File: src/rtl/stream_mux_rr_if.sv
// stream_mux_rr_if
//   Bundle of the stream signals around stream_mux_rr.
//   W : data width per channel
//   N : number of input channels (SW = $clog2(N) bits of channel index)
//   Input side : in_valid[N], in_data[N*W] (channel i at [i*W +: W]), in_ready[N]
//   Output side: out_valid, out_data[W], out_sel[SW], out_ready
//   With STREAM_MUX_PKT_LOCK_EN defined, in_last[N] and out_last are added.
//   Modports:
//     slave  - the multiplexer's view (consumes inputs, drives the output beat)
//     master - the surrounding producers/consumer
interface stream_mux_rr_if #(
  parameter int W = 4,
  parameter int N = 4
);
  localparam int SW = $clog2(N);

  logic [N-1:0]   in_valid;
  logic [N*W-1:0] in_data;
  logic [N-1:0]   in_ready;
  logic           out_valid;
  logic [W-1:0]   out_data;
  logic [SW-1:0]  out_sel;
  logic           out_ready;
`ifdef STREAM_MUX_PKT_LOCK_EN
  logic [N-1:0]   in_last;
  logic           out_last;
`endif

  modport slave (
    input  in_valid, in_data, out_ready,
`ifdef STREAM_MUX_PKT_LOCK_EN
    input  in_last,
    output out_last,
`endif
    output in_ready, out_valid, out_data, out_sel
  );

  modport master (
    output in_valid, in_data, out_ready,
`ifdef STREAM_MUX_PKT_LOCK_EN
    output in_last,
    input  out_last,
`endif
    input  in_ready, out_valid, out_data, out_sel
  );
endinterface

File: src/rtl/stream_mux_rr.sv
// stream_mux_rr
//   N:1 valid/ready stream multiplexer with round-robin arbitration and a
//   single registered output stage.
//   Parameters: W (data width per channel), N (channels, >= 2).
//   Ports:
//     clk   - rising-edge clock
//     rst_n - asynchronous active-low reset
//     bus   - stream_mux_rr_if.slave: in_valid/in_data/in_ready per channel,
//             registered out_valid/out_data/out_sel with out_ready.
//   Optional feature macro: STREAM_MUX_PKT_LOCK_EN
//     Adds in_last/out_last; once a non-last beat is taken from a channel the
//     arbiter stays on that channel until its last beat has been taken.
module stream_mux_rr #(
  parameter int W = 4,
  parameter int N = 4
) (
  input  logic           clk,
  input  logic           rst_n,
  stream_mux_rr_if.slave bus
);
  localparam int SW = $clog2(N);
  localparam logic [SW-1:0] LAST_CH = SW'(N - 1);

  logic          load;
  logic          any_gnt;
  logic [SW-1:0] gnt;
  logic [SW-1:0] ptr_nxt;
  logic [N-1:0]  elig;
  logic [W-1:0]  gnt_data;
  logic [SW:0]   idx;

  logic          vld_p0;
  logic [W-1:0]  data_p0;
  logic [SW-1:0] sel_p0;
  logic [SW-1:0] ptr;

`ifdef STREAM_MUX_PKT_LOCK_EN
  logic          lock_act;
  logic [SW-1:0] lock_ch;
  logic          last_p0;
  logic          gnt_last;
`endif

  // ---- Stage p0 input side: arbitration and input handshake ----
  // The output register can take a new beat when empty or being drained.
  assign load = !vld_p0 || bus.out_ready;

  always_comb begin
    elig = bus.in_valid;
`ifdef STREAM_MUX_PKT_LOCK_EN
    if (lock_act) begin
      elig          = '0;
      elig[lock_ch] = bus.in_valid[lock_ch];
    end
`endif
  end

  // Scan from the farthest offset down to offset 0 so the channel nearest
  // to ptr (in ptr, ptr+1, ... order, modulo N) is the one left in gnt.
  always_comb begin
    any_gnt = 1'b0;
    gnt     = '0;
    idx     = '0;
    for (int k = N - 1; k >= 0; k--) begin
      idx = {1'b0, ptr} + (SW+1)'(k);
      if (idx >= (SW+1)'(N)) idx = idx - (SW+1)'(N);
      if (elig[idx[SW-1:0]]) begin
        any_gnt = 1'b1;
        gnt     = idx[SW-1:0];
      end
    end
  end

  always_comb begin
    gnt_data = '0;
    for (int i = 0; i < N; i++) begin
      if (gnt == SW'(i)) gnt_data = bus.in_data[i*W +: W];
    end
  end

`ifdef STREAM_MUX_PKT_LOCK_EN
  assign gnt_last = bus.in_last[gnt];
`endif

  assign ptr_nxt = (gnt == LAST_CH) ? '0 : gnt + 1'b1;

  // rst_n gating keeps every ready low while reset is held.
  always_comb begin
    bus.in_ready = '0;
    if (rst_n && load && any_gnt) bus.in_ready[gnt] = 1'b1;
  end

  // ---- Stage p0 register: output beat, pointer and lock state ----
  always_ff @(posedge clk or negedge rst_n) begin
    if (!rst_n) begin
      vld_p0   <= 1'b0;
      data_p0  <= '0;
      sel_p0   <= '0;
      ptr      <= '0;
`ifdef STREAM_MUX_PKT_LOCK_EN
      last_p0  <= 1'b0;
      lock_act <= 1'b0;
      lock_ch  <= '0;
`endif
    end else if (load) begin
      vld_p0 <= any_gnt;
      if (any_gnt) begin
        data_p0 <= gnt_data;
        sel_p0  <= gnt;
`ifdef STREAM_MUX_PKT_LOCK_EN
        last_p0 <= gnt_last;
        if (gnt_last) begin
          lock_act <= 1'b0;
          ptr      <= ptr_nxt;
        end else begin
          lock_act <= 1'b1;
          lock_ch  <= gnt;
        end
`else
        ptr     <= ptr_nxt;
`endif
      end
    end
  end

  assign bus.out_valid = vld_p0;
  assign bus.out_data  = data_p0;
  assign bus.out_sel   = sel_p0;
`ifdef STREAM_MUX_PKT_LOCK_EN
  assign bus.out_last  = last_p0;
`endif

endmodule

File: src/flat_wrapper.sv
// flat-port wrapper written by rule: the top's interface ports become plain ports
module stream_mux_rr_flat 
#(
  parameter int W = 4,
  parameter int N = 4
)
  (clk, rst_n, bus_in_valid, bus_in_data, bus_out_ready, bus_in_ready, bus_out_valid, bus_out_data, bus_out_sel);
  stream_mux_rr_if #(.W(W), .N(N)) bus_i ();
  input  logic clk;
  input  logic rst_n;
  input wire logic [$bits(bus_i.in_valid)-1:0] bus_in_valid;
  input wire logic [$bits(bus_i.in_data)-1:0] bus_in_data;
  input wire logic [$bits(bus_i.out_ready)-1:0] bus_out_ready;
  output wire logic [$bits(bus_i.in_ready)-1:0] bus_in_ready;
  output wire logic [$bits(bus_i.out_valid)-1:0] bus_out_valid;
  output wire logic [$bits(bus_i.out_data)-1:0] bus_out_data;
  output wire logic [$bits(bus_i.out_sel)-1:0] bus_out_sel;
  assign bus_i.in_valid = bus_in_valid;
  assign bus_i.in_data = bus_in_data;
  assign bus_i.out_ready = bus_out_ready;
  assign bus_in_ready = bus_i.in_ready;
  assign bus_out_valid = bus_i.out_valid;
  assign bus_out_data = bus_i.out_data;
  assign bus_out_sel = bus_i.out_sel;
  stream_mux_rr #(.W(W), .N(N)) u_core (.clk(clk), .rst_n(rst_n), .bus(bus_i));
endmodule
File: config.mk
export PLATFORM = sky130hd
export DESIGN_NAME = stream_mux_rr_flat
export DESIGN_NICKNAME = d
export VERILOG_FILES = /design/src/rtl/stream_mux_rr_if.sv /design/src/rtl/stream_mux_rr.sv /design/src/flat_wrapper.sv
export SDC_FILE = /design/constraint.sdc
export NUM_CORES = 1
export LEC_CHECK = 0
export ABC_CLOCK_PERIOD_IN_PS = 2550
export CAP_MARGIN = 20
export CORE_MARGIN = 10
export CORE_UTILIZATION = 38
export DETAILED_ROUTE_END_ITERATION = 8
export PLACE_DENSITY = 0.83
export SYNTH_ARGS = -nofsm -noshare
export SYNTH_HDL_FRONTEND = slang
export SYNTH_SLANG_ARGS = --single-unit
File: constraint.sdc
create_clock -name clk -period 2.55 [get_ports clk]
set_clock_uncertainty 0.2 [all_clocks]
set_input_delay 0.51 -clock clk [delete_from_list [all_inputs] [get_ports clk]]
set_output_delay 0.51 -clock clk [all_outputs]
set_load 0.01 [all_outputs]
==> Word-level counts from Yosys, hierarchy flattened <==
Cells that the tools add are included.
{ "totals": {"ff_bits": 9, "input_bits": 23, "output_inout_bits": 11, "elab_cells": 60} }
{ "classes": {"add_sub_neg": 8, "n_lt_le_gt_ge": 10, "n_eq_ne": 3, "muxes": 28, "reduce_logical": 7} }
{ "op_table": {"columns": ["operator", "n"], "rows": [
  ["two-way mux 4 bit", 5],
  ["two-way mux 2 bit", 9],
  ["< comparator 2 x 3 -> 1 bit (second input constant)", 5],
  ["greater-or-equal comparator 3 bit (second input constant)", 3],
  ["two-way mux 1 bit", 9],
  ["binary-select mux 1 bit (select 2 bit)", 4],
  ["subtractor 2 x 1 -> 2 bit (second input constant)", 4],
  ["adder 2 x 2 -> 3 bit (second input constant)", 2],
  ["== test 2 bit (second input constant)", 2],
  ["adder 2 x 1 -> 3 bit (second input constant)", 1],
  ["greater-or-equal comparator 2 x 3 -> 1 bit (second input constant)", 1],
  ["logical AND 1 bit", 3],
  ["adder 2 x 1 -> 2 bit (second input constant)", 1],
  ["demux 1 bit (select 2 bit)", 1],
  ["== test 2 x 1 -> 1 bit (second input constant)", 1],
  ["greater-or-equal comparator 2 x 1 -> 1 bit (second input constant)", 1],
  ["logical NOT 2 bit", 1],
  ["AND reduction 2 bit", 1],
  ["logical NOT 1 bit", 1],
  ["logical OR 1 bit", 1]
]} }

==> Depth between registers and ports, before layout <==
Gate-level depths: netlist of the first run.
{ "depth": {"depth_word": 14, "mapped_depth": 9, "depth_no_buf": 9} }

==> Worst setup path after synthesis of the first run <==
Ideal clock, no wire load.
{ "synth_timing": {"path_type": "input to output", "startpoint": "input bus_in_valid[3]", "endpoint": "output bus_in_ready[3]", "arrival_ns": 1.658, "t_required_ns": 1.840, "slack_ns": 0.182, "stages": 6, "path_buffers": 1, "path_cell_list": "nand3b_1 o21ai_0 a221oi_2 ha_1 buf_1 and3_1"} }
{ "synth_between": {"elab_chain_cells": 11, "word_cells_on_any_way": 23, "cone_classes": "order compare (2); mux (19); reduce/logical (2)"} }
{ "synth_rtl": {"columns": ["element", "line_no", "text"], "rows": [
  ["start, declared", "flat_wrapper.sv:11", "input wire logic [$bits(bus_i.in_valid)-1:0] bus_in_valid;"],
  ["binary-select mux 1 bit (select 2 bit)", "stream_mux_rr.sv:67", "if (elig[idx[SW-1:0]]) begin"],
  ["two-way mux 1 bit (implied by the code)", "stream_mux_rr.sv:67", null],
  ["two-way mux 2 bit (3 in a row)", "stream_mux_rr.sv:67", null],
  ["two-way mux 2 bit *", "stream_mux_rr.sv:67", null],
  ["net u_core.gnt[1]", "stream_mux_rr.sv:26", "logic [SW-1:0] gnt;"],
  ["< comparator 2 x 3 -> 1 bit (implied by the code) / greater-or-equal comparator 2 x 1 -> 1 bit (equally long branches)", "stream_mux_rr.sv:90", "if (rst_n && load && any_gnt) bus.in_ready[gnt] = 1'b1;"],
  ["logical AND 1 bit (implied by the code)", "stream_mux_rr.sv:90", null],
  ["two-way mux 1 bit (implied by the code)", "stream_mux_rr.sv:90", null],
  ["demux 1 bit (select 2 bit) *", null, null],
  ["two-way mux 4 bit *", "stream_mux_rr.sv:90", null],
  ["end, declared", "flat_wrapper.sv:14", "output wire logic [$bits(bus_i.in_ready)-1:0] bus_in_ready;"]
]} }
Mark *: on every way through the listed nets, which the timed path passes. The rest lies on a longest branch. The select of a mux whose other input is x is not followed.

==> Worst setup path after layout of the first run <==
{ "layout_timing": {"startpoint": "input bus_in_valid[2]", "endpoint": "output bus_in_ready[0]"} }
The elaborated chain is that of the path after synthesis.

==> results.ini, run 1 <==
[timing]
maxSlewHeadroom_pct=78.85
fmax_mhz=389.8
layout_min_cycle_time_ns=2.566
slew_viol_final=0
setup_viol=3
period_share_pct=100.6
finalSetupTns_ns=-0.03870
worst_pin_slew_ns=0.3173
setup_ws_ns=-0.01573
hold_violations=0
hold_slack_ns=0.2871
rsz0062_at_grt=yes

[routing]
ant_nets=0
drc_errors=0
vias=747
dr.first_iter.drc_count=15
viasPerCell=5.224
first_pass_iters=4
routedWlPerCell_um=16.31
drt-total-wl_um=2333

[clocking]
clkTransAtPathRegs_ns=0.06
clk_latency_ns=0.27
cts_root_buf=clkbuf_4
cts.path.max_buffers=2
cts_buffers=3
clock-sinks=9
cts_tree=done
htree_levels=1

[synth]
syn_avg_cell_area_um2=9.284
synth_top_area_share_pct=35.16
syn-cell-area_um2=640.6
ys_ff_latch=9
netlist_top_cells_count=dfrtp_1 (9), inv_1 (9), and3_1 (5)
synth_edf_count=0
synth.distinct_cells=25
synth.area.top_cells=dfrtp_1 (35%), ha_1 (7.8%), a211o_1 (5.5%), a221oi_1 (5.5%), inv_1 (5.3%)
synth_nets=96
synthCells=69
synth_warnings=0
yosysTopAreaCell=dfrtp_1
yosysSeqAreaShare_pct=35.16
synth_flop_cell=dfrtp_1
synthArstFlopShare_pct=100.0

[die]
std_cell_rows=14
initial_core_util_pct=41.09
core-area_mm2=0.001559
die_w_um=61.06
die_y_um=61.06
die_area_mm2=0.003728
io_pins=34

[place]
io_buffers=33
gp_congestion=0.7350
place_ws_ns=-0.7726
dp_hpwl_um=1710

[worst_hold_path]
hold_path_class=reg2reg

[job]
max_cap_violations=0

[worst_setup_path]
cpPeakStageDelay_ns=0.27
start_kind=input pin
crit_buf_inv=4
critPathTopFamily=buffers and inverters
crit_path_frequent_cell=and3_4
worst-r2r-setup-slack_ns=0.13
cp_data_required_time_ns=1.84
cp_max_fo=4
critPathArrivalTime_ns=1.86
critPathSlowestCell=a211oi_2
cp-end-kind=primary output
cp_cell_sequence=clkdlybuf4s15_2 -> and3_4 -> a211oi_2 -> buf_4 -> inv_2 -> ha_2 -> and3_4 -> buf_6
worstSetupPathType=in2out

[global_routing]
grt_pass1_wl_um=3553
gr-total-overflow=0
grt_max_degree=10
grtUsageTotal_pct=12.36
grt_pass1_vias=828
antenna_found_initial=0

[layout]
fill_cells=106
fin_nets=155
diodes=0
synthToLayoutAreaGrowth_pct=92.77
drive_gt1_share_pct=42.52

[run_status]
status=finished with violations
violations=setup timing

[pwr]
p_leak_nw=0.5728
ir_drop_uv=587.1
p_per_area_mw_per_mm2=822.3
power_w=0.001015

routing by layer:
| metal | wire [µm] | track usage, % | vias to the layer above |
|---|---|---|---|
| li1 | - | - | 367 |
| met1 | 842 | 11.44 | 346 |
| met2 | 1216 | 22.49 | 30 |
| met3 | 244 | 5.967 | 4 |
| met4 | 29 | 5.537 | 0 |
| met5 | 0 | 0 | - |
cells in the final DEF, fill, tap and decap left out, drive strengths merged, types with 2 or more instances in the layout:
cell type and n:
nand2 4, a31oi 4, buf 29, dfrtp 9, dlygate4sd2 2, ha 4
a21oi 3, and3 5, a211o 4, mux2 2, clkdlybuf4s50 25, clkbuf 4
a221oi 5, nor2 6, inv 9, nand2b 2, o21ai 3
metrics by stage:
step                util (%)  std cells  area (µm²)
CTS                    74.88        142        1167
detailed placement     69.10        129        1077
global route           79.21        143        1235
global placement       69.10        129        1077
finish                 79.21        143        1235
floorplan                  -         69       640.6
worst register-to-register path, delay by kind of cell (launching register included):
kind                     cells  cell delay (ns)
AO/OA/AOI/OAI                5             0.96
flip-flops                   1             0.45
adder cells (fa/ha/maj)      1             0.19
buffers and inverters        2             0.29
AND/OR/NAND/NOR              2             0.26
repair_timing:
item / 4_1_cts / 5_1_grt
setup endpoints to repair: 8 / 7
gates resized for setup: 33 / 12
cloned: 0 / 0
hold buffers: 0 / 0
hold endpoints to repair: 0 / 0
pin swaps: 5 / 4
setup buffers: 9 / 1
registers in the layout, summed over array words and instances, names as in the netlist:
signal                count
u_core.bus.out_data       4
u_core.bus.out_sel        2
u_core.bus.out_valid      1
u_core.ptr                2
report_power, final:
part	internal [W]	switching, W	total, W
Clock	0.0000606	0.0000566	0.000117
Sequential	0.000200	0.0000483	0.000249
Combinational	0.000382	0.000268	0.000650
Total	0.000642	0.000373	0.00102
cell type report:
type / instances / area [µm²] / share of cell area, %
clock buffers: 4 / 26.28 / 2.128
inverters: 9 / 33.78 / 2.736
multi-input cells: 48 / 427.9 / 34.65
flip-flops and latches: 9 / 226.5 / 18.34
well taps: 16 / 20.02 / 1.621
repair buffers: 57 / 500.5 / 40.53
worst paths after layout:
| check | from | end | depth (start not counted) |
|---|---|---|---|
| worst max-delay path | bus_in_valid[2] | bus_in_ready[0] | 8 |
| worst min-delay path | u_core.bus.out_sel[0]$_DFFE_PN0P_ | u_core.bus.out_sel[0]$_DFFE_PN0P_ | 1 |
| worst max register to register | u_core.ptr[1]$_DFFE_PN0P_ | u_core.bus.out_data[2]$_DFFE_PN0P_ | 10 |
| worst min register to register | u_core.bus.out_sel[0]$_DFFE_PN0P_ | u_core.bus.out_sel[0]$_DFFE_PN0P_ | 1 |
| max in group asynchronous | rst_n | u_core.ptr[1]$_DFFE_PN0P_ | 2 |
| min in group asynchronous | rst_n | u_core.bus.out_data[3]$_DFFE_PN0P_ | 2 |
kinds of logic (layout without fill, tap and decap cells):
group | Yosys count | in the layout | synth area share [%]
adders and majority gates | 4 | 4 | 7.813
DFF | 9 | 9 | 35.16
buffers and inverters | 12 | 70 | 8.203
AOI/OAI and AO/OA | 21 | 21 | 25.39
and+or+nand+nor | 20 | 20 | 18.36
muxes | 3 | 3 | 5.078
No activity file was read; power rests on OpenSTA's default activity.
==> run 2, diff against run 1 <==
Settings changed: ABC_CLOCK_PERIOD_IN_PS 2550 to default, CTS_CLUSTER_DIAMETER from default to 100, SETUP_SLACK_MARGIN from default to 0.5.
==> run 2 against run 1 <==
Net effect:
- the run now ends clean
- non-clock buffer count fell by 4
- worst setup slack improved by 0.019 ns
- largest power group unchanged
- critical path depth fell by 1
- first-iteration DRC count fell by 27%
- flip-flop and latch count did not move
- cell area rose by 6.6%
- fmax rose by 0.76%
- power rose by 9.9%
- die area did not move
- via count rose by 3.1%
- core utilization rose by 5.2 points
- critical path type is now reg2out
- final cell count fell by 2.8%
==> results.ini, run 2 (synthesis gave the netlist of run 1 again) <==
[routing]
highest_layer=met4
wl_met3_um=223
drc_errors=0
drt-met1-wl_um=1005
first_pass_iters=2
drt-total-wl_um=2559
viasPerCell=5.540
routedWlPerCell_um=18.41
ant_nets=0
vias=770
dr.first_iter.drc_count=11
dr_wl_met2_um=1234

[job]
max_cap_violations=0

[pwr]
ir_drop_uv=596.9
p_int_w=0.0006862
power_w=0.001116
p_sw_w=0.0004302
p_per_area_mw_per_mm2=848.1
pwr-share-comb_pct=66.8
switching_share_pct=38.53
pwr-share-clk_pct=10.5
p_leak_nw=0.5720
seqPwrFrac_pct=22.7

[timing]
fmax_mhz=392.7
slew_viol_final=0
hold_violations=0
worst_pin_slew_ns=0.2874
setup_viol=0
period_share_pct=99.85
layout_min_cycle_time_ns=2.546
rsz0062_at_grt=yes
maxSlewHeadroom_pct=80.84
finalSetupTns_ns=0

[clocking]
cts_root_buf=clkbuf_4
cts_tree=done
ctsHoldBuffers=0
cts.path.max_buffers=2
cts_buffers=3
htree_levels=1
clk_latency_ns=0.27
clock-sinks=9
clkTransAtPathRegs_ns=0.07

[global_routing]
grt_max_degree=15
grt_pass1_wl_um=3926
antenna_found_initial=0
grt_pass1_vias=847
gr-total-overflow=0
grtUsageTotal_pct=14.09

[place]
dp_hpwl_um=1741
io_buffers=33
gp_congestion=0.7172
dpl.cell_count=128

[die]
core-area_mm2=0.001559
die_w_um=61.06
io_pins=34
die_area_mm2=0.003728
initial_core_util_pct=41.09
die_y_um=61.06
std_cell_rows=14

[worst_hold_path]
hold_path_class=reg2reg

[layout]
fill_cells=93
mostFrequentLayoutCell=clkdlybuf4s50_1
mostFrequentLayoutCells=clkdlybuf4s50_1 (25), buf_4 (14), buf_6 (10)
diodes=0
largest_reg_flops=4
multi_input_area_um2=505.5
drive_gt1_share_pct=45.53
layout.cells.non_filler=139
regArea_um2=226.5
synthToLayoutAreaGrowth_pct=105.5
fin_nets=151

[worst_setup_path]
worstSetupPathType=reg2out
cp-end-kind=primary output
cp_max_fo=7
critPathArrivalTime_ns=1.84
cp_data_required_time_ns=1.84
start_kind=flip-flop

[run_status]
status=finished clean

-- run 2: cell types whose count changed in the layout (fill, tap and decap cells not counted), moves of 2 or more --
cell      change
a221oi_1      -4
a221oi_2      +4
and3_1        -2
and3_4        +2
buf_2         -2
buf_4         -9
buf_6         +7
-- run 2: timing repair --
action	4_1_cts	5_1_grt
hold endpoints to repair	0	0
endpoints found under the setup margin	12	9
resized for setup	47	4
setup buffers	5	2
pin swaps	4	15
-- run 2: worst max-delay path, stage by stage (launching register included) --
cell	delay, ns
dfrtp_2	0.47
mux2i_4	0.21
a211oi_4	0.24
buf_4	0.16
buf_6	0.09
ha_4	0.13
and3_4	0.17
buf_6	0.09
-- run 2: final cells by class --
| class | count | area share, % |
|---|---|---|
| Multi-Input combinational cell | 48 | 38.40 |
| Timing Repair Buffer | 53 | 38.12 |
| Sequential cell | 9 | 17.21 |
| Inverter | 9 | 2.757 |
| Clock buffer | 4 | 1.996 |
| Tap cell | 16 | 1.521 |
-- run 2: worst paths after layout --
path / depth (start not counted) / slack (ns) / startpoint / end
setup reg to reg: 11 / 0.14 / u_core.ptr[1]$_DFFE_PN0P_ / u_core.bus.out_data[3]$_DFFE_PN0P_
hold / removal: 1 / 0.30 / u_core.bus.out_sel[0]$_DFFE_PN0P_ / u_core.bus.out_sel[0]$_DFFE_PN0P_
min in group asynchronous: 2 / 0.53 / rst_n / u_core.ptr[1]$_DFFE_PN0P_
max in group asynchronous: 2 / 1.47 / rst_n / u_core.ptr[1]$_DFFE_PN0P_
hold reg to reg: 1 / 0.30 / u_core.bus.out_sel[0]$_DFFE_PN0P_ / u_core.bus.out_sel[0]$_DFFE_PN0P_
setup / recovery: 7 / 0.004 / u_core.ptr[1]$_DFFE_PN0P_ / bus_in_ready[1]
-- run 2: routing by layer --
metal	global-route usage, %	vias up
met5	0	-
met4	8.143	0
met3	5.967	10
met2	23.96	40
met1	14.18	365
li1	-	355
-- run 2: power groups by stage --
| stage | logic (W) | registers (W) | clock network [W] |
|---|---|---|---|
| 5_1_grt | 0.000794 | 0.000261 | 0.000129 |
| 3_5_place_dp | 0.000574 | 0.000246 | 0 |
| 3_3_place_gp | 0.000553 | 0.000245 | 0 |
| 4_1_cts | 0.000692 | 0.000252 | 0.000119 |
| 2_1_floorplan | 0.000312 | 0.000261 | 0 |
| 6_report | 0.000746 | 0.000253 | 0.000117 |
-- run 2: stage by stage --
| step | setup slack, ns | hold slack, ns | area, µm² | util, % |
|---|---|---|---|---|
| floorplan | 0.3316 | 0.01441 | 719.4 | - |
| global placement | -0.6969 | 0.2706 | 1137 | 72.95 |
| detailed placement | -0.7900 | 0.2827 | 1137 | 72.95 |
| CTS | -0.01102 | 0.2970 | 1281 | 82.18 |
| global route | -0.05701 | 0.3138 | 1316 | 84.43 |
| finish | 0.003737 | 0.3005 | 1316 | 84.43 |
==> run 3, diff against run 2 <==
Settings changed: GPL_TIMING_DRIVEN from default to 1.
==> results of run 3 <==
Final layout, timing and power as in run 2 (identical DEF).
